$ cat config.mk
export PLATFORM = sky130hd
export DESIGN_NAME = rv32im_csr_access_unit
export DESIGN_NICKNAME = d
export VERILOG_FILES = /design/src/rtl/rv32im_csr_access_unit_pkg.sv /design/src/rtl/rv32im_csr_access_unit_alu.sv /design/src/rtl/rv32im_csr_access_unit.sv
export SDC_FILE = /design/constraint.sdc
export NUM_CORES = 1
export LEC_CHECK = 0
export ABC_AREA = 1
export CORE_MARGIN = 2
export CORE_UTILIZATION = 50
export CTS_CLUSTER_SIZE = 12
export DETAILED_ROUTE_END_ITERATION = 8
export PLACE_DENSITY = 0.76
export SYNTH_ARGS = -nofsm -noshare
export SYNTH_HDL_FRONTEND = slang
export SYNTH_SLANG_ARGS = --single-unit
export TNS_END_PERCENT = 1
$ cat constraint.sdc
create_clock -name clk_i -period 6 [get_ports clk_i]
set_input_delay 1.2 -clock clk_i [delete_from_list [all_inputs] [get_ports clk_i]]
set_output_delay 1.2 -clock clk_i [all_outputs]
set_load 0.02 [all_outputs]
$ cat src/rtl/rv32im_csr_access_unit_pkg.sv
// Shared definitions for the CSR access unit: FSM states, Zicsr funct3 codes,
// the read-only address field and a few CSR addresses used around the core.
package rv32im_csr_access_unit_pkg;

  typedef enum logic [1:0] {
    ST_IDLE  = 2'd0,
    ST_READ  = 2'd1,
    ST_WRITE = 2'd2,
    ST_RESP  = 2'd3
  } csr_state_e;

  localparam logic [2:0] F3_CSRRW  = 3'b001;
  localparam logic [2:0] F3_CSRRS  = 3'b010;
  localparam logic [2:0] F3_CSRRC  = 3'b011;
  localparam logic [2:0] F3_CSRRWI = 3'b101;
  localparam logic [2:0] F3_CSRRSI = 3'b110;
  localparam logic [2:0] F3_CSRRCI = 3'b111;

  // Merge operation is carried in funct3[1:0]; funct3[2] only selects the source.
  localparam logic [1:0] OP_RW = 2'b01;
  localparam logic [1:0] OP_RS = 2'b10;
  localparam logic [1:0] OP_RC = 2'b11;

  // addr[11:10] == 2'b11 marks the read-only CSR space.
  localparam logic [1:0] CSR_RO_FIELD = 2'b11;

  localparam logic [11:0] CSR_MSTATUS   = 12'h300;
  localparam logic [11:0] CSR_MSCRATCH  = 12'h340;
  localparam logic [11:0] CSR_MVENDORID = 12'hF11;

  // funct3 000 and 100 are not Zicsr encodings.
  function automatic logic f3_is_bad(input logic [2:0] f3);
    return f3[1:0] == 2'b00;
  endfunction

endpackage

$ cat src/rtl/rv32im_csr_access_unit_alu.sv
// Combinational read-modify-write merge for CSRRW/RS/RC (and immediate forms).
module rv32im_csr_access_unit_alu
  import rv32im_csr_access_unit_pkg::*;
#(
  parameter int XLEN = 32
) (
  input  logic [1:0]      op_i,
  input  logic [XLEN-1:0] old_i,
  input  logic [XLEN-1:0] src_i,
  output logic [XLEN-1:0] res_o
);

  // Select the new CSR value from the old value and the source operand.
  always_comb begin
    res_o = src_i;
    case (op_i)
      OP_RW:   res_o = src_i;
      OP_RS:   res_o = old_i | src_i;
      OP_RC:   res_o = old_i & ~src_i;
      default: res_o = src_i;
    endcase
  end

endmodule

$ cat src/rtl/rv32im_csr_access_unit.sv
// Initiator side of the CSR port: accepts one Zicsr instruction, sequences the
// read and/or write strobes toward the CSR regfile and returns the old value.
module rv32im_csr_access_unit
  import rv32im_csr_access_unit_pkg::*;
#(
  parameter int XLEN     = 32,
  parameter int ADDR_W   = 12,
  parameter bit RO_CHECK = 1'b1
) (
  input  logic              clk_i,
  input  logic              rst_i,
  input  logic              req_valid_i,
  output logic              req_ready_o,
  input  logic [2:0]        req_funct3_i,
  input  logic [ADDR_W-1:0] req_addr_i,
  input  logic [XLEN-1:0]   req_rs1_val_i,
  input  logic [4:0]        req_rs1_idx_i,
  input  logic [4:0]        req_rd_idx_i,
  output logic [ADDR_W-1:0] csr_addr_o,
  output logic              csr_read_en_o,
  output logic              csr_write_en_o,
  output logic [XLEN-1:0]   csr_wdata_o,
  input  logic [XLEN-1:0]   csr_rdata_i,
  output logic              rsp_valid_o,
  input  logic              rsp_ready_i,
  output logic [XLEN-1:0]   rsp_rd_data_o,
  output logic [4:0]        rsp_rd_idx_o,
  output logic              rsp_rd_we_o,
  output logic              rsp_illegal_o
);

  csr_state_e        state_q;
  logic [1:0]        op_q;
  logic [XLEN-1:0]   src_q, old_q;
  logic              do_write_q, rd_we_q;
  logic              req_ready_q, rd_en_q, wr_en_q;
  logic [ADDR_W-1:0] addr_q;
  logic [XLEN-1:0]   wdata_q;
  logic              rsp_valid_q, rsp_rd_we_q, rsp_illegal_q;
  logic [XLEN-1:0]   rsp_rd_data_q;
  logic [4:0]        rsp_rd_idx_q;

  logic [XLEN-1:0]   src_d;
  logic              is_rw_d, do_read_d, do_write_d, illegal_d;
  logic [1:0]        alu_op;
  logic [XLEN-1:0]   alu_old, alu_src, alu_res;

  // Decode the incoming request; only meaningful while idle.
  always_comb begin
    src_d      = req_funct3_i[2] ? {{(XLEN-5){1'b0}}, req_rs1_idx_i} : req_rs1_val_i;
    is_rw_d    = req_funct3_i[1:0] == OP_RW;
    do_read_d  = !(is_rw_d && req_rd_idx_i == 5'd0);
    do_write_d = is_rw_d || req_rs1_idx_i != 5'd0;
    illegal_d  = f3_is_bad(req_funct3_i) ||
                 (RO_CHECK && do_write_d && req_addr_i[ADDR_W-1 -: 2] == CSR_RO_FIELD);
  end

  // One merge unit: fed from the request when a write is issued straight from
  // IDLE (RW without read, old is zero), else from the captured request and live read data.
  always_comb begin
    alu_op  = op_q;
    alu_src = src_q;
    alu_old = '0;
    if (state_q == ST_IDLE) begin
      alu_op  = req_funct3_i[1:0];
      alu_src = src_d;
    end else if (state_q == ST_READ) begin
      alu_old = csr_rdata_i;
    end
  end

  rv32im_csr_access_unit_alu #(.XLEN(XLEN)) u_alu (
    .op_i  (alu_op),
    .old_i (alu_old),
    .src_i (alu_src),
    .res_o (alu_res)
  );

  // Sequencer with registered outputs; reset drops the strobes immediately.
  always_ff @(posedge clk_i or posedge rst_i) begin
    if (rst_i) begin
      state_q       <= ST_IDLE;
      op_q          <= '0;
      src_q         <= '0;
      old_q         <= '0;
      do_write_q    <= 1'b0;
      rd_we_q       <= 1'b0;
      req_ready_q   <= 1'b1;
      rd_en_q       <= 1'b0;
      wr_en_q       <= 1'b0;
      addr_q        <= '0;
      wdata_q       <= '0;
      rsp_valid_q   <= 1'b0;
      rsp_rd_data_q <= '0;
      rsp_rd_idx_q  <= '0;
      rsp_rd_we_q   <= 1'b0;
      rsp_illegal_q <= 1'b0;
    end else begin
      case (state_q)
        ST_IDLE: begin
          if (req_valid_i) begin
            req_ready_q  <= 1'b0;
            op_q         <= req_funct3_i[1:0];
            src_q        <= src_d;
            old_q        <= '0;
            do_write_q   <= do_write_d;
            rd_we_q      <= do_read_d && req_rd_idx_i != 5'd0;
            addr_q       <= req_addr_i;
            rsp_rd_idx_q <= req_rd_idx_i;
            if (illegal_d) begin
              state_q       <= ST_RESP;
              rsp_valid_q   <= 1'b1;
              rsp_rd_data_q <= '0;
              rsp_rd_we_q   <= 1'b0;
              rsp_illegal_q <= 1'b1;
            end else if (do_read_d) begin
              state_q <= ST_READ;
              rd_en_q <= 1'b1;
            end else begin
              state_q <= ST_WRITE;
              wr_en_q <= 1'b1;
              wdata_q <= alu_res;
            end
          end
        end
        ST_READ: begin
          rd_en_q <= 1'b0;
          old_q   <= csr_rdata_i;
          if (do_write_q) begin
            state_q <= ST_WRITE;
            wr_en_q <= 1'b1;
            wdata_q <= alu_res;
          end else begin
            state_q       <= ST_RESP;
            rsp_valid_q   <= 1'b1;
            rsp_rd_data_q <= csr_rdata_i;
            rsp_rd_we_q   <= rd_we_q;
            rsp_illegal_q <= 1'b0;
          end
        end
        ST_WRITE: begin
          wr_en_q       <= 1'b0;
          state_q       <= ST_RESP;
          rsp_valid_q   <= 1'b1;
          rsp_rd_data_q <= old_q;
          rsp_rd_we_q   <= rd_we_q;
          rsp_illegal_q <= 1'b0;
        end
        ST_RESP: begin
          if (rsp_ready_i) begin
            state_q     <= ST_IDLE;
            rsp_valid_q <= 1'b0;
            req_ready_q <= 1'b1;
          end
        end
        default: state_q <= ST_IDLE;
      endcase
    end
  end

  assign req_ready_o    = req_ready_q;
  assign csr_addr_o     = addr_q;
  assign csr_read_en_o  = rd_en_q;
  assign csr_write_en_o = wr_en_q;
  assign csr_wdata_o    = wdata_q;
  assign rsp_valid_o    = rsp_valid_q;
  assign rsp_rd_data_o  = rsp_rd_data_q;
  assign rsp_rd_idx_o   = rsp_rd_idx_q;
  assign rsp_rd_we_o    = rsp_rd_we_q;
  assign rsp_illegal_o  = rsp_illegal_q;

endmodule

* Word level (Yosys, flattened, before mapping) *
Cells that the tools add are included.

storage, ports and cells
  bits of input ports = 93
  output and inout port bits = 87
  bits in registers = 157
  word-level logic and storage cells = 103

operators by class
  mux-type cells = 46
  reductions and logical operators = 23
  bitwise operators = 3
  equality and inequality tests = 15

operators with widths
  kind                number
  $mux 32             12
  $pmux 32 s2         3
  $pmux 32 s3         1
  $and 32x32->32      1
  $not 32->32         1
  $or 32x32->32       1
  $mux 1              18
  $ne 2x2->1 const B  8
  $reduce_and 4->1    3
  $eq 2x2->1 const B  5
  $mux 2              5
  $reduce_and 5->1    2
  $reduce_bool 5->1   2
  $pmux 1 s3          3
  $pmux 2 s4          1
  $reduce_and 2->1    3
  $logic_not 5->1     1
  $eq 2x1->1 const B  2
  $logic_not 2->1     2
  $pmux 1 s2          2
  $pmux 1 s4          1
  $reduce_bool 2->1   2
  $logic_and 1x1->1   3
  $reduce_and 3->1    1
  3 further kinds     4

* Logic depth before layout (Yosys ltp) *
Gate-level depths: netlist of run 1.

  depth after elaboration = 9
  depth in mapped cells = 12

* Hierarchy *
Synthesis of run 1 repeated with hierarchy kept, for this count alone.

unflattened totals
  cells, all modules = 1,109
  area, all modules = 8,172.8 sq um

by module, submodules not included
  module                      area an instance (sq um)  instances  cells each
  rv32im_csr_access_unit      7,536.0                   1          973
  rv32im_csr_access_unit_alu  636.9                     1          136

* Worst setup path after synthesis of run 1 *
Ideal clock, no wire load.

  path type = input to register
  from = input req_rs1_idx_i[3]
  to = register wdata_q[0] (netlist: csr_wdata_o[0])
  slack = 3.764 ns
  arrival time = 2.119 ns
  cell stages on the path = 9
  buffers on the path = 1
  cell sequence = nor2_1 nand2_1 o21bai_4 nand3_4 nand2_2 nand2_2 buf_2 nand2_1 nand2_1

on the way
  word-level cells in the longest chain between the ends = 6

ends and longest elaborated chain
  what                        line                           text
  from (decl)                 rv32im_csr_access_unit.sv:17   input logic [4:0] req_rs1_idx_i,
  $reduce_bool 5->1           rv32im_csr_access_unit.sv:53   do_write_d = is_rw_d || req_rs1_idx_i != 5'd0;
  $logic_or 1x1->1            rv32im_csr_access_unit.sv:53
  $logic_and 1x1->1           rv32im_csr_access_unit.sv:55   (RO_CHECK && do_write_d && req_addr_i[ADDR_W-1 -: 2] == CSR_RO_FIELD);
  $logic_or 1x1->1            rv32im_csr_access_unit.sv:54   illegal_d = f3_is_bad(req_funct3_i) ||
  $ne 2x2->1 (no line)        --
  $reduce_and 5->1 (no line)  --
  to (signal assigned)        rv32im_csr_access_unit.sv:122  wdata_q <= alu_res;
  to (signal assigned)        rv32im_csr_access_unit.sv:132  wdata_q <= alu_res;
  to (decl)                   rv32im_csr_access_unit.sv:38   logic [XLEN-1:0] wdata_q;

Every way passes these cells.
A chain may end at the register's enable or synchronous reset.

* Worst setup path after layout of run 1 *
  from = register state_q[0]
  to = register wdata_q[5] (netlist: csr_wdata_o[5])

on the way
  word-level cells in the longest chain between the ends = 9

ends and longest elaborated chain
  what                                             line                                                                                      text
  from (decl)                                      rv32im_csr_access_unit.sv:32                                                              csr_state_e state_q;
  from (signal assigned)                           rv32im_csr_access_unit.sv:82                                                              state_q <= ST_IDLE;
  from (signal assigned)                           rv32im_csr_access_unit.sv:111                                                             state_q <= ST_RESP;
  from (signal assigned)                           rv32im_csr_access_unit.sv:117                                                             state_q <= ST_READ;
  $eq 2x1->1 or $logic_not 2->1 (tied branches)    rv32im_csr_access_unit.sv:67, rv32im_csr_access_unit.sv:99, rv32im_csr_access_unit.sv:64
  $mux 32, on equally long branches                rv32im_csr_access_unit.sv:67, rv32im_csr_access_unit.sv:64
  $mux 32 or $not 32->32 (tied branches)           rv32im_csr_access_unit.sv:64, rv32im_csr_access_unit_alu.sv:19
  $and 32x32->32 or $or 32x32->32 (tied branches)  rv32im_csr_access_unit_alu.sv:19, rv32im_csr_access_unit_alu.sv:18
  $pmux 32 s2                                      rv32im_csr_access_unit_alu.sv:16                                                          case (op_i)
  $mux 32                                          rv32im_csr_access_unit.sv:116                                                             end else if (do_read_d) begin
  $mux 32                                          rv32im_csr_access_unit.sv:110                                                             if (illegal_d) begin
  $mux 32                                          rv32im_csr_access_unit.sv:101                                                             if (req_valid_i) begin
  $pmux 32 s2                                      rv32im_csr_access_unit.sv:99                                                              case (state_q)

Parallel ways exist; a longest one is shown, timed or not. The select of a mux whose other input is x is not followed.

==> flow_metrics.env, run 1 <==
export IMPL_routed_wl_um=21800
export IMPL_start_util=0.514
export IMPL_cp_end_kind="flop"
export IMPL_timing_hold_ws_ns=0.470
export IMPL_power_density_nw_per_um2=537
export IMPL_grt_overflow=0
export IMPL_critPathLaunchType="flop"
export IMPL_synth_edf_count=0
export IMPL_rsz0062_at_grt="no"
export IMPL_cp_top_family="simple AND/OR/NAND/NOR gates"
export IMPL_port_buffers=179
export IMPL_crit_path_frequent_cell="nand2_1"
export IMPL_fp_dieArea_um2=16700
export IMPL_hp_class="flop to flop"
export IMPL_critPathSlowestCell="nand2_1"
export IMPL_max_clock_freq_mhz=227
export IMPL_grt_max_degree=77
export IMPL_track_usage=0.272
export IMPL_num_vias=7386
export IMPL_max_slew_worst_pin_slew_ns=1.30
export IMPL_cp_depth=9
export IMPL_ant_nets=0
export IMPL_path_class="flop to flop"
export IMPL_setup_viol=0
export IMPL_rr_worst_depth=9
export IMPL_fillers=1301
export IMPL_fp_dieH_um=129
export IMPL_syn_inst=1025
export IMPL_antennaDiodeCount=0
export IMPL_syn_avg_cell_area_um2=7.65
export IMPL_syn_to_final_growth_pct=31.4
export IMPL_cp_slowest_stage_delay_ns=0.95
export IMPL_cp_buffers_inverters=3
export IMPL_p_leak_nw=4.93
export IMPL_hpwl_um=14100
export IMPL_worstSetupEndpoint="csr_wdata_o[5]"
export IMPL_core_um2=15300
export IMPL_path_clk_slew_ns=0.07
export IMPL_row_count=45
export IMPL_ys_ff_latch=157
export IMPL_clk_latency_ns=0.42
export IMPL_async_flop_share=1.00
export IMPL_drv_cap=0
export IMPL_cp_required_ns=6.30
export IMPL_post_cts_buffers=0
export IMPL_cts_buffers=17
export IMPL_place_gp_congestion=0.852
export IMPL_nets=1258
export IMPL_worstReg2RegEnd="csr_wdata_o[5]"
export IMPL_grt_first_pass_wirelength_um=35500
export IMPL_r2r_slack_ns=1.60
export IMPL_synthesis_area_um2=7840
export IMPL_firstDrtPassIters=5
export IMPL_cts_root_buf="clkbuf_16"
export IMPL_min_period_ns=4.40
export IMPL_fin_crit_sh=0.733
export IMPL_io_pins=180
export IMPL_drive_gt1_frac=0.0494
export IMPL_cts_htree_levels=4
export IMPL_viasPerCell=5.33
export IMPL_slew_headroom=0.129
export IMPL_synth_cell_types=27
export IMPL_first_iter_violations=573
export IMPL_crit_start="state_q[0]"
export IMPL_ys_warn_count=0
export IMPL_clock_skew_ns=0.00564
export IMPL_rr_startpoint="state_q[0]"
export IMPL_cp_max_fo=69
export IMPL_finalSetupTns_ns=0
export IMPL_cts_buffer_depth=2
export IMPL_ir_drop_mv=0.357
export IMPL_total_power_w=0.00553
export IMPL_chipWidth_um=129
export IMPL_drc=0
export IMPL_grt_antenna_before_repair=0
export IMPL_status="completed"
export IMPL_final_max_slew_viol_count=0
export IMPL_cts_tree="yes"
export IMPL_crit_arrival_ns=4.70
export IMPL_synth_yosys_seq_area_share=0.501
export IMPL_path_cells="inv_1, ha_1, inv_2, buf_4, nand2_1, nand2_2, nand2_2, nand2_1, nand2_1"
export IMPL_cts_resized_gates=0
export IMPL_wl_per_cell_um=15.7
export IMPL_hold_buffers=0
export IMPL_hold_viol_final=0
export IMPL_cts_sinks=157
export IMPL_syn_nets=1122
export IMPL_grt_pass1_vias=7024
export IMPL_synth_flop_cell="dfrtp_1"
cells in the mapped netlist (2+ instances only):
master,n,area share
nand3b_1,27,0.026
a21oi_1,35,0.022
inv_2,4,0.0019
dfrtp_1,156,0.50
nand3_1,69,0.044
nand2_1,357,0.17
nand4_1,36,0.029
o21ai_0,135,0.086
nor2_1,42,0.020
clkbuf_1,34,0.016
buf_2,22,0.014
buf_4,5,0.0048
buf_1,8,0.0038
inv_1,76,0.036
nand2_2,3,0.0024
ha_1,4,0.0064
nor2_2,2,0.0016
area by class of cell:
cell class | count | area [µm²] | area share
Inverter | 80 | 305 | 0.0297
Clock inverter | 12 | 186 | 0.0181
Clock buffer | 20 | 457 | 0.0444
Multi-Input combinational cell | 718 | 3300 | 0.321
Tap cell | 211 | 264 | 0.0256
Sequential cell | 157 | 3930 | 0.382
Timing Repair Buffer | 187 | 1850 | 0.180
where the power goes:
part | switching [W] | total, W | internal, W
Clock | 0.000437 | 0.00116 | 0.000722
Sequential | 0.000213 | 0.00167 | 0.00146
Combinational | 0.00178 | 0.00270 | 0.000914
Total | 0.00243 | 0.00553 | 0.00310
flip-flops by register name, summed over array words and instances, names as in the netlist, 2 cells and up:
| register | flops |
|---|---|
| op_q | 2 |
| csr_wdata_o | 32 |
| state_q | 2 |
| old_q | 32 |
| rsp_rd_data_o | 32 |
| csr_addr_o | 12 |
| rsp_rd_idx_o | 5 |
| src_q | 32 |
worst min path at each step:
stage	slack, ns	cells past startpoint	startpoint	end
final	0.47	2	rsp_rd_data_o[6]	rsp_rd_data_o[6]
after global routing	0.49	2	rsp_rd_data_o[18]	rsp_rd_data_o[18]
after CTS	0.47	2	rsp_rd_data_o[19]	rsp_rd_data_o[19]
after detailed placement	0.46	2	rsp_rd_data_o[19]	rsp_rd_data_o[19]
after global placement	0.45	2	rsp_rd_data_o[18]	rsp_rd_data_o[18]
after floorplan	0.45	2	op_q[1]	op_q[1]
through the flow:
| step | cell area [µm²] | setup WS (ns) | utilization | std cells |
|---|---|---|---|---|
| after global placement | 9650 | 1.90 | 0.633 | 1353 |
| final | 10300 | 1.60 | 0.675 | 1385 |
| after global routing | 10300 | 1.24 | 0.675 | 1385 |
| after detailed placement | 9650 | 1.69 | 0.633 | 1353 |
| after CTS | 10300 | 1.73 | 0.675 | 1385 |
| after floorplan | 7840 | 0.567 | - | 1025 |
cell usage in the layout, fill, tap and decap left out, types with 3 or more instances in the layout:
master / Yosys / layout
nand2_1: 357 / 356
nand3_1: 69 / 69
clkdlybuf4s50_1: 0 / 179
inv_2: 4 / 5
a21oi_1: 35 / 35
ha_1: 4 / 3
nand4_1: 36 / 36
o21ai_0: 135 / 135
clkbuf_16: 0 / 17
bufinv_16: 0 / 4
nand2_2: 3 / 4
clkinv_4: 0 / 4
inv_1: 76 / 74
clkinvlp_4: 0 / 3
dfrtp_1: 156 / 156
buf_4: 5 / 8
nand3b_1: 27 / 27
nor2_1: 42 / 42
tightest hold or removal path, stage by stage (launching register included):
cell,delay [ns]
dfrtp_1,0.34
nand2_1,0.05
nand2_1,0.04
cell families after synthesis:
| logic type | after synthesis | synth area share |
|---|---|---|
| compound gates | 174 | 0.114 |
| simple gates | 540 | 0.300 |
| flops | 157 | 0.501 |
| buf+inv | 150 | 0.0787 |
| fa+ha+maj | 4 | 0.00639 |
per-layer routing:
layer  up-vias  part of all wire  track usage
li1       3593                 -            -
met1      3492              0.46        0.382
met2       279              0.47        0.435
met3        22             0.068       0.0599
met4         0            0.0094       0.0639
met5         -                 0            0
Power figures use the tool's default switching activity.
==> inputs of run 2 (changes only) <==
Settings changed: CORE_UTILIZATION 50 to 46, PLACE_DENSITY 0.76 to 0.73.
Clock period 6 ns to 3.8 ns, I/O delays scaled along.
==> flow_metrics.env, run 2 (same netlist as run 1, synthesis figures left out) <==
export IMPL_grt_first_pass_wirelength_um=37600
export IMPL_io_pins=180
export IMPL_rsz0062_at_grt="no"
export IMPL_critPathSlowestCell="nand2_2"
export IMPL_port_buffers=179
export IMPL_min_to="rsp_rd_data_o[26]"
export IMPL_fin_area_um2=10300
export IMPL_grt_antenna_before_repair=0
export IMPL_start_util=0.471
export IMPL_final_cell_count_no_fill=1402
export IMPL_track_usage=0.264
export IMPL_placed_cell_area_um2=9760
export IMPL_r2r_slack_ns=1.00
export IMPL_cp_end_kind="flop"
export IMPL_setup_viol=0
export IMPL_cp_top_family="simple AND/OR/NAND/NOR gates"
export IMPL_wl_per_cell_um=16.4
export IMPL_rr_startpoint="state_q[0]"
export IMPL_whs_path_depth=2
export IMPL_clock_skew_ns=0.00585
export IMPL_status="completed"
export IMPL_grt_max_degree=90
export IMPL_total_power_w=0.00871
export IMPL_min_period_ns=2.80
export IMPL_post_cts_buffers=0
export IMPL_worstReg2RegEnd="csr_wdata_o[1]"
export IMPL_firstDrtPassIters=5
export IMPL_path_cells="inv_1, ha_1, inv_2, or2_4, inv_2, nor2_4, nand2_2, nand2_1, nand2_1"
export IMPL_cts_root_buf="clkbuf_16"
export IMPL_first_iter_violations=751
export IMPL_cts_sinks=157
export IMPL_hold_path_startpoint="rsp_rd_data_o[26]"
export IMPL_grt_pass1_vias=7381
export IMPL_final_common_cell="nand2_1"
export IMPL_clk_latency_ns=0.43
export IMPL_hold_buffers=0
export IMPL_routed_wl_um=22900
export IMPL_num_vias=7509
export IMPL_path_clk_slew_ns=0.06
export IMPL_p_leak_nw=4.96
export IMPL_cts_resized_gates=0
export IMPL_cp_required_ns=4.11
export IMPL_grt_overflow=0
export IMPL_hpwl_um=14900
export IMPL_path_class="flop to flop"
export IMPL_cp_slowest_stage_delay_ns=0.48
export IMPL_final_max_slew_viol_count=0
export IMPL_fp_dieArea_um2=18100
export IMPL_crit_arrival_ns=3.11
export IMPL_antennaDiodeCount=0
export IMPL_hold_viol_final=0
export IMPL_chipWidth_um=135
export IMPL_core_um2=16600
export IMPL_ant_nets=0
export IMPL_cts_buffer_depth=2
export IMPL_final_cell_mix="nand2_1 (356), clkdlybuf4s50_1 (179), dfrtp_1 (156)"
export IMPL_viasPerCell=5.36
export IMPL_row_count=47
export IMPL_drv_cap=0
export IMPL_max_clock_freq_mhz=357
export IMPL_nets=1266
export IMPL_fin_crit_sh=0.736
export IMPL_fp_dieH_um=135
export IMPL_cts_buffers=17
export IMPL_rr_worst_depth=9
export IMPL_drive_gt1_frac=0.0516
export IMPL_place_gp_congestion=0.834
export IMPL_cts_tree="yes"
export IMPL_cp_buffers_inverters=3
export IMPL_dpl_cell_count=1370
export IMPL_critPathLaunchType="flop"
export IMPL_slew_headroom=0.143
export IMPL_syn_to_final_growth_pct=31.9
export IMPL_fin_util=0.621
export IMPL_power_density_nw_per_um2=842
export IMPL_drc=0
export IMPL_cts_htree_levels=4
export IMPL_hp_class="flop to flop"
export IMPL_finalSetupTns_ns=0
export IMPL_cp_max_fo=32
export IMPL_max_slew_worst_pin_slew_ns=1.28
export IMPL_ir_drop_mv=0.516
run 2: cell types whose count changed in the layout (fill, tap and decap cells not counted), sizes merged:
| cell | delta |
|---|---|
| clkinvlp | -1 |
| inv | -2 |
| clkinv | -1 |
| clkbuf | +6 |
| bufinv | -2 |
| buf | +8 |
run 2: how the worst max path moves through the flow:
stage          cells after the start           endpoint            start
6_report                           9     csr_wdata_o[1]       state_q[0]
3_5_place_dp                      10     csr_wdata_o[3]  req_funct3_i[0]
4_1_cts                            9  rsp_rd_data_o[19]       state_q[0]
5_1_grt                            9  rsp_rd_data_o[18]       state_q[0]
2_1_floorplan                      1      csr_addr_o[0]            rst_i
3_3_place_gp                      10     csr_wdata_o[2]  req_funct3_i[0]
run 2: worst reg2reg max path, cell delays in order (launching register included):
cell and delay, ns:
dfrtp_1 0.38, inv_1 0.09, ha_1 0.38, inv_2 0.46, or2_4 0.24, inv_2 0.05
nor2_4 0.31, nand2_2 0.48, nand2_1 0.22, nand2_1 0.07
run 2: cell type report:
cell class / count / area (µm²)
clock buffer: 26 / 499
fill: 1496 / 6300
multi-input combinational: 718 / 3300
inverter: 80 / 304
sequential: 157 / 3930
clock inverter: 6 / 82.6
timing repair buffer: 195 / 1950
tap: 220 / 275
run 2: routing by layer:
layer,GRT usage,part of all wire
met3,0.0687,0.075
met4,0.0942,0.023
met1,0.351,0.44
met5,0,0
met2,0.422,0.47
run 2: per-stage QoR:
stage / setup WS [ns] / hold slack [ns]
finish: 1.00 / 0.467
floorplan: 1.05 / 0.453
CTS: 1.05 / 0.474
detailed placement: 0.900 / 0.459
global route: 0.726 / 0.483
global placement: 0.961 / 0.455
run 2: power by group:
part	leakage [nW]	internal, W	switching (W)
registers	2.02	0.00231	0.000342
clock network	0.284	0.00103	0.000663
logic	2.65	0.00150	0.00286
